## config.mk

```make
export PLATFORM = sky130hd
export DESIGN_NAME = lmc_sequencer
export DESIGN_NICKNAME = d
export VERILOG_FILES = /design/src/rtl/lmc_pkg.sv /design/src/rtl/lmc_alu.sv /design/src/rtl/lmc_sequencer.sv
export SDC_FILE = /design/constraint.sdc
export NUM_CORES = 1
export LEC_CHECK = 0
export BUFFER_PORTS_ARGS = -buffer_cell sky130_fd_sc_hd__buf_2
export CAP_MARGIN = 15
export CORE_MARGIN = 3
export CORE_UTILIZATION = 51
export CTS_BUF_LIST = sky130_fd_sc_hd__clkbuf_8
export CTS_CLUSTER_SIZE = 30
export DETAILED_ROUTE_END_ITERATION = 10
export PLACE_DENSITY_LB_ADDON = 0.25
export SYNTH_ARGS = -nofsm -noshare
export SYNTH_HDL_FRONTEND = slang
export SYNTH_SLANG_ARGS = --single-unit
```

## constraint.sdc

```tcl
create_clock -name timer555 -period 2.67 [get_ports timer555]
set_input_delay 0.1335 -clock timer555 [delete_from_list [all_inputs] [get_ports timer555]]
set_output_delay 0.1335 -clock timer555 [all_outputs]
set_load 0.005 [all_outputs]
```

## src/rtl/lmc_pkg.sv

```systemverilog
// Shared definitions for the LMC sequencer: the opcode map, the IO sub-codes and the FSM state encoding.
package lmc_pkg;

    localparam logic [3:0] OP_HLT = 4'h0;
    localparam logic [3:0] OP_ADD = 4'h1;
    localparam logic [3:0] OP_SUB = 4'h2;
    localparam logic [3:0] OP_STA = 4'h3;
    localparam logic [3:0] OP_LDA = 4'h5;
    localparam logic [3:0] OP_BRA = 4'h6;
    localparam logic [3:0] OP_BRZ = 4'h7;
    localparam logic [3:0] OP_BRP = 4'h8;
    localparam logic [3:0] OP_IO  = 4'h9;

    localparam logic [3:0] IO_INP = 4'h1;
    localparam logic [3:0] IO_OUT = 4'h2;

    typedef enum logic [2:0] {
        ST_IDLE     = 3'd0,
        ST_FETCH    = 3'd1,
        ST_DECODE   = 3'd2,
        ST_EXEC     = 3'd3,
        ST_WAIT_IN  = 3'd4,
        ST_WAIT_OUT = 3'd5,
        ST_HALT     = 3'd6
    } state_t;

    // HLT is legal here; the caller routes it to HALT separately without flagging it as illegal.
    function automatic logic opcode_legal(input logic [3:0] op, input logic io_sub_ok);
        logic ok;
        case (op)
            OP_HLT, OP_ADD, OP_SUB, OP_STA, OP_LDA,
            OP_BRA, OP_BRZ, OP_BRP: ok = 1'b1;
            OP_IO:                  ok = io_sub_ok;
            default:                ok = 1'b0;
        endcase
        return ok;
    endfunction

endpackage

```

## src/rtl/lmc_alu.sv

```systemverilog
// Accumulator adder/subtractor for the LMC sequencer.
// The result wraps modulo 2**M. The borrow output is valid only for subtraction.
module lmc_alu #(
    parameter int M = 8
) (
    input  logic [M-1:0] a,
    input  logic [M-1:0] b,
    input  logic         sub,
    output logic [M-1:0] result,
    output logic         borrow
);

    logic [M:0] wide;

    always_comb begin
        if (sub) begin
            wide = {1'b0, a} - {1'b0, b};
        end else begin
            wide = {1'b0, a} + {1'b0, b};
        end
    end

    assign result = wide[M-1:0];
    assign borrow = sub & wide[M];

endmodule

```

## src/rtl/lmc_sequencer.sv

```systemverilog
// LMC fetch/decode/execute controller.
// It owns pc, ir and acc, and it drives the shared async-read/sync-write program RAM and the front-panel IO handshakes.
//
// state    | meaning
// IDLE     | stopped; pc_load may preset pc, run starts fetching
// FETCH    | ir <= RAM[pc], pc advances
// DECODE   | operand address presented; HLT/undefined opcodes go to HALT
// EXEC     | ALU/load/store/branch; IO instructions branch to a wait state
// WAIT_IN  | in_ready high until in_valid delivers a value into acc
// WAIT_OUT | out_valid high with acc snapshot until out_ready
// HALT     | terminal until reset_n
module lmc_sequencer
    import lmc_pkg::*;
#(
    parameter int N = 4,
    parameter int M = 8
) (
    input  logic         timer555,
    input  logic         reset_n,
    input  logic         run,
    input  logic         pc_load,
    output logic [N-1:0] mem_adr,
    output logic [M-1:0] mem_wdata,
    output logic         mem_we,
    input  logic [M-1:0] mem_rdata,
    input  logic [M-1:0] in_data,
    input  logic         in_valid,
    output logic         in_ready,
    output logic [M-1:0] out_data,
    output logic         out_valid,
    input  logic         out_ready,
    output logic [N-1:0] pc,
    output logic [M-1:0] acc,
    output logic         halted,
    output logic         illegal
);

    state_t       state;
    state_t       resume;
    logic [M-1:0] ir;
    logic         neg;
    logic [3:0]   opcode;
    logic [N-1:0] operand;
    logic         io_inp;
    logic         io_out;
    logic         legal;
    logic         alu_sub;
    logic [M-1:0] alu_result;
    logic         alu_borrow;

    assign opcode  = ir[M-1:N];
    assign operand = ir[N-1:0];
    assign io_inp  = (operand == N'(IO_INP));
    assign io_out  = (operand == N'(IO_OUT));
    assign legal   = opcode_legal(opcode, io_inp | io_out);
    assign resume  = run ? ST_FETCH : ST_IDLE;
    assign alu_sub = (opcode == OP_SUB);

    lmc_alu #(.M(M)) u_alu (
        .a      (acc),
        .b      (mem_rdata),
        .sub    (alu_sub),
        .result (alu_result),
        .borrow (alu_borrow)
    );

    always_comb begin
        mem_adr = pc;
        if (state == ST_DECODE || state == ST_EXEC) begin
            mem_adr = operand;
        end
    end

    // The write strobe is decoded from the state register. An async reset therefore removes it at once.
    assign mem_we    = (state == ST_EXEC) && (opcode == OP_STA);
    assign mem_wdata = acc;

    always_ff @(posedge timer555 or negedge reset_n) begin
        if (!reset_n) begin
            state     <= ST_IDLE;
            pc        <= '0;
            ir        <= '0;
            acc       <= '0;
            neg       <= 1'b0;
            out_data  <= '0;
            out_valid <= 1'b0;
            in_ready  <= 1'b0;
            halted    <= 1'b0;
            illegal   <= 1'b0;
        end else begin
            case (state)
                ST_IDLE: begin
                    if (pc_load) begin
                        pc <= in_data[N-1:0];
                    end else if (run) begin
                        state <= ST_FETCH;
                    end
                end
                ST_FETCH: begin
                    ir    <= mem_rdata;
                    pc    <= pc + N'(1);
                    state <= ST_DECODE;
                end
                ST_DECODE: begin
                    if (opcode == OP_HLT) begin
                        halted <= 1'b1;
                        state  <= ST_HALT;
                    end else if (!legal) begin
                        illegal <= 1'b1;
                        halted  <= 1'b1;
                        state   <= ST_HALT;
                    end else begin
                        state <= ST_EXEC;
                    end
                end
                ST_EXEC: begin
                    state <= resume;
                    case (opcode)
                        OP_ADD: begin
                            acc <= alu_result;
                            neg <= 1'b0;
                        end
                        OP_SUB: begin
                            acc <= alu_result;
                            neg <= alu_borrow;
                        end
                        OP_LDA: begin
                            acc <= mem_rdata;
                            neg <= 1'b0;
                        end
                        OP_BRA: pc <= operand;
                        OP_BRZ: if (acc == '0) pc <= operand;
                        OP_BRP: if (!neg) pc <= operand;
                        OP_IO: begin
                            if (io_inp) begin
                                in_ready <= 1'b1;
                                state    <= ST_WAIT_IN;
                            end else begin
                                out_data  <= acc;
                                out_valid <= 1'b1;
                                state     <= ST_WAIT_OUT;
                            end
                        end
                        default: ;
                    endcase
                end
                ST_WAIT_IN: begin
                    if (in_valid) begin
                        acc      <= in_data;
                        neg      <= 1'b0;
                        in_ready <= 1'b0;
                        state    <= resume;
                    end
                end
                ST_WAIT_OUT: begin
                    if (out_ready) begin
                        out_valid <= 1'b0;
                        state     <= resume;
                    end
                end
                ST_HALT: ;
                default: state <= ST_IDLE;
            endcase
        end
    end

endmodule

```

==> results.sh <==
export IMPL_initialDrtViolationCount=191
export IMPL_cp_slowest_stage_delay_ns=0.45
export IMPL_fmaxAchievable_mhz=376
export IMPL_ant_nets=0
export IMPL_p_per_area_nw_per_um2=1280
export IMPL_die_x_um=76.7
export IMPL_cts_clk_slew_worst_paths_ns=0.08
export IMPL_p_leak_nw=1.44
export IMPL_skew_ns=0.00726
export IMPL_max_slew_margin_rel_pct=47.2
export IMPL_yosysUniqueCellTypes=58
export IMPL_finalCritPeriodShare_pct=99.6
export IMPL_rows=25
export IMPL_num_antenna_cells=0
export IMPL_netlist_instances=285
export IMPL_fin_crit_ns=2.66
export IMPL_cts_buffers=5
export IMPL_cap_viol_max_count=0
export IMPL_setup_violations=0
export IMPL_port_buffers=58
export IMPL_grt_pass1_wl_mm=11.0
export IMPL_synth_area_top_cells="dfrtp_1, mux2_2, ha_1"
export IMPL_grt_pass1_vias=2232
export IMPL_critPathCaptureType="flop"
export IMPL_synth_nets=318
export IMPL_cp_max_fo=6
export IMPL_clk_latency_ns=0.29
export IMPL_yosysTopAreaCellShare_pct=35.3
export IMPL_grt_setup_unrepaired="true"
export IMPL_worst_pin_slew_ns=0.792
export IMPL_cts_max_level=2
export IMPL_criticalPathCategory="flop to flop"
export IMPL_async_reset_ff_share_pct=100
export IMPL_cp_slowest_cell="nor4b_4"
export IMPL_drv_slew=0
export IMPL_grt_max_degree=37
export IMPL_synth_top_area_cell="dfrtp_1"
export IMPL_hp_class="input port to flop"
export IMPL_syn_area_sq_um=2550
export IMPL_antenna_found_initial=0
export IMPL_required_ns=2.84
export IMPL_clock_root_buffer="clkbuf_8"
export IMPL_yosysSeqAreaShare_pct=35.3
export IMPL_path_buf_inv=0
export IMPL_layout_nets=375
export IMPL_path_delay_family="simple AND/OR/NAND/NOR gates"
export IMPL_fin_area_sq_um=3080
export IMPL_yosysWarnings=0
export IMPL_filler_cell_count=422
export IMPL_crit_chain="nor4b_4 -> nor2_1 -> xnor2_1 -> ha_1 -> or2_2 -> o221a_2 -> a41oi_2 -> a311oi_2 -> o31a_1"
export IMPL_wire_per_inst_um=17.0
export IMPL_ir_drop_mv=0.725
export IMPL_via_count=2419
export IMPL_cts_tree="yes"
export IMPL_ys_ff_latch=36
export IMPL_ioPinCount=59
export IMPL_post_synth_cell_area_avg_sq_um=8.95
export IMPL_drt_pre_antenna_iters=4
export IMPL_wl_mm=6.97
export IMPL_syn2layout_area_growth_pct=20.9
export IMPL_startpoint_type="flop"
export IMPL_cp_arrival_ns=2.83
export IMPL_initial_core_util_pct=53.3
export IMPL_setup_tns_ns=0
export IMPL_die_h_um=76.7
export IMPL_via_per_inst=5.90
export IMPL_grt_use_total_pct=23.3
export IMPL_drive_gt1_share_pct=33.8
export IMPL_outcome="complete, no violations"
export IMPL_cts_sinks=36
export IMPL_grt_ovfl_total=0
export IMPL_die_area_sq_um=5890
export IMPL_synth_edf_count=0
export IMPL_detailed_place_hpwl_mm=5.04
export IMPL_cts_buffer_depth=2
export IMPL_route_detailed_drc=0
export IMPL_final_util_pct=64.4
export IMPL_timing_hold_violations_final=0
export IMPL_yosys_most_used_dff="dfrtp_1"
export IMPL_routabilityCongestion=0.858
export IMPL_coreArea_sq_um=4790
export IMPL_place_area_sq_um=2870
## layer usage
layer	vias to the layer above	track usage, %	share of wire, %
met5	-	0	0
li1	1140	-	-
met3	15	4.81	6.2
met2	98	36.6	47
met1	1166	32.1	45
met4	0	7.79	2.2
## kinds of logic after synthesis
family / Yosys count / share of synthesized area (%)
xor gates and xnor gates: 11 / 3.78
muxes: 19 / 8.24
and+or+nand+nor: 86 / 18.2
buffers and inverters: 39 / 8.19
AOI/OAI and AO/OA: 83 / 20.5
adders and majority gates: 11 / 5.69
DFF: 36 / 35.3
## cell usage in the layout (no fill, tap or decap), types with 2 or more instances in the layout
cell type,Yosys,routed
a211oi_1,8,8
a21o_1,3,3
a21oi_1,21,20
a22o_1,2,2
a31oi_1,5,5
buf_2,2,58
buf_4,8,14
clkbuf_8,0,5
dfrtp_1,36,36
ha_1,10,8
ha_2,0,2
inv_1,15,15
mux2_2,15,15
mux2i_1,3,2
nand2_1,23,23
nand2b_1,4,4
nand3_1,4,4
nor2_1,27,26
nor2_2,1,2
nor2b_1,2,2
nor3_1,5,5
nor3b_1,3,3
nor4b_1,2,2
o211ai_1,2,2
o21ai_0,24,23
o221ai_1,2,2
or4_1,2,2
xnor2_1,8,8
xor2_1,3,3
## synthesized netlist by cell type, drive strengths merged, types with 2 or more instances
master / count
a21o: 3
a22o: 2
a31oi: 5
ha: 10
o211ai: 2
nor2: 28
or4: 2
a211oi: 8
o21ai: 25
buf: 15
nand2: 23
mux2i: 3
mux2: 16
o22ai: 2
nand2b: 4
dfrtp: 36
a21oi: 21
o31ai: 2
nor3b: 3
nor2b: 2
clkbuf: 9
nand3: 4
nor3: 6
o221ai: 2
a221oi: 2
xor2: 3
xnor2: 8
inv: 15
a311oi: 2
nor4b: 3
## layout make-up
cell class	count	area [sq um]	share of cell area [%]
sequential	36	901	29.2
clock buffer	5	68.8	2.23
inverter	15	56.3	1.83
multi-input combinational	210	1520	49.1
timing repair buffer	74	417	13.5
clock inverter	3	42.5	1.38
tap	67	83.8	2.72
## through the flow
| stage | std cells | hold WS [ns] | setup slack, ns | total power, mW |
|---|---|---|---|---|
| finish | 410 | 0.0630 | 0.0116 | 3.96 |
| floorplan | 285 | -0.162 | 0.000412 | 2.61 |
| detailed placement | 398 | 0.273 | 0.0621 | 3.21 |
| CTS | 407 | 0.0436 | 0.0488 | 3.71 |
| global placement | 398 | 0.267 | 0.105 | 3.14 |
| global route | 410 | 0.0684 | -0.0723 | 4.28 |
## final timing paths
check,startpoint,endpoint,slack [ns],cells past startpoint
min in group asynchronous,reset_n,out_data[0],0.46,2
min reg2reg,halted,halted,0.46,2
max reg2reg,ir[7],acc[7],0.01,9
min,in_valid,in_ready,0.06,2
max in group asynchronous,reset_n,ir[5],1.70,2
max,ir[7],acc[7],0.01,9
## power breakdown
group / internal [mW] / leakage, nW / total (mW) / switching (mW)
clock network: 0.276 / 0.0541 / 0.479 / 0.202
logic: 1.12 / 0.947 / 2.41 / 1.29
registers: 0.768 / 0.443 / 1.07 / 0.305
total: 2.17 / 1.44 / 3.96 / 1.80
## flip-flops by register name, indices dropped and copies added (netlist names)
name	flops
acc	8
ir	8
out_data	8
pc	4
state	3
halted	1
illegal	1
in_ready	1
neg	1
out_valid	1
## worst register-to-register path, stage by stage, from the launching register on
cell	delay, ns
dfrtp_1	0.42
nor4b_4	0.45
nor2_1	0.11
xnor2_1	0.14
ha_1	0.24
or2_2	0.34
o221a_2	0.27
a41oi_2	0.21
a311oi_2	0.07
o31a_1	0.31
## repair_timing
item,CTS,global route
gates resized for setup,0,15
setup buffers,0,3
hold buffers,1,0
endpoints found under the setup margin,0,4
endpoints found under the hold margin,36,0
No activity file was read; power rests on OpenSTA's default activity.
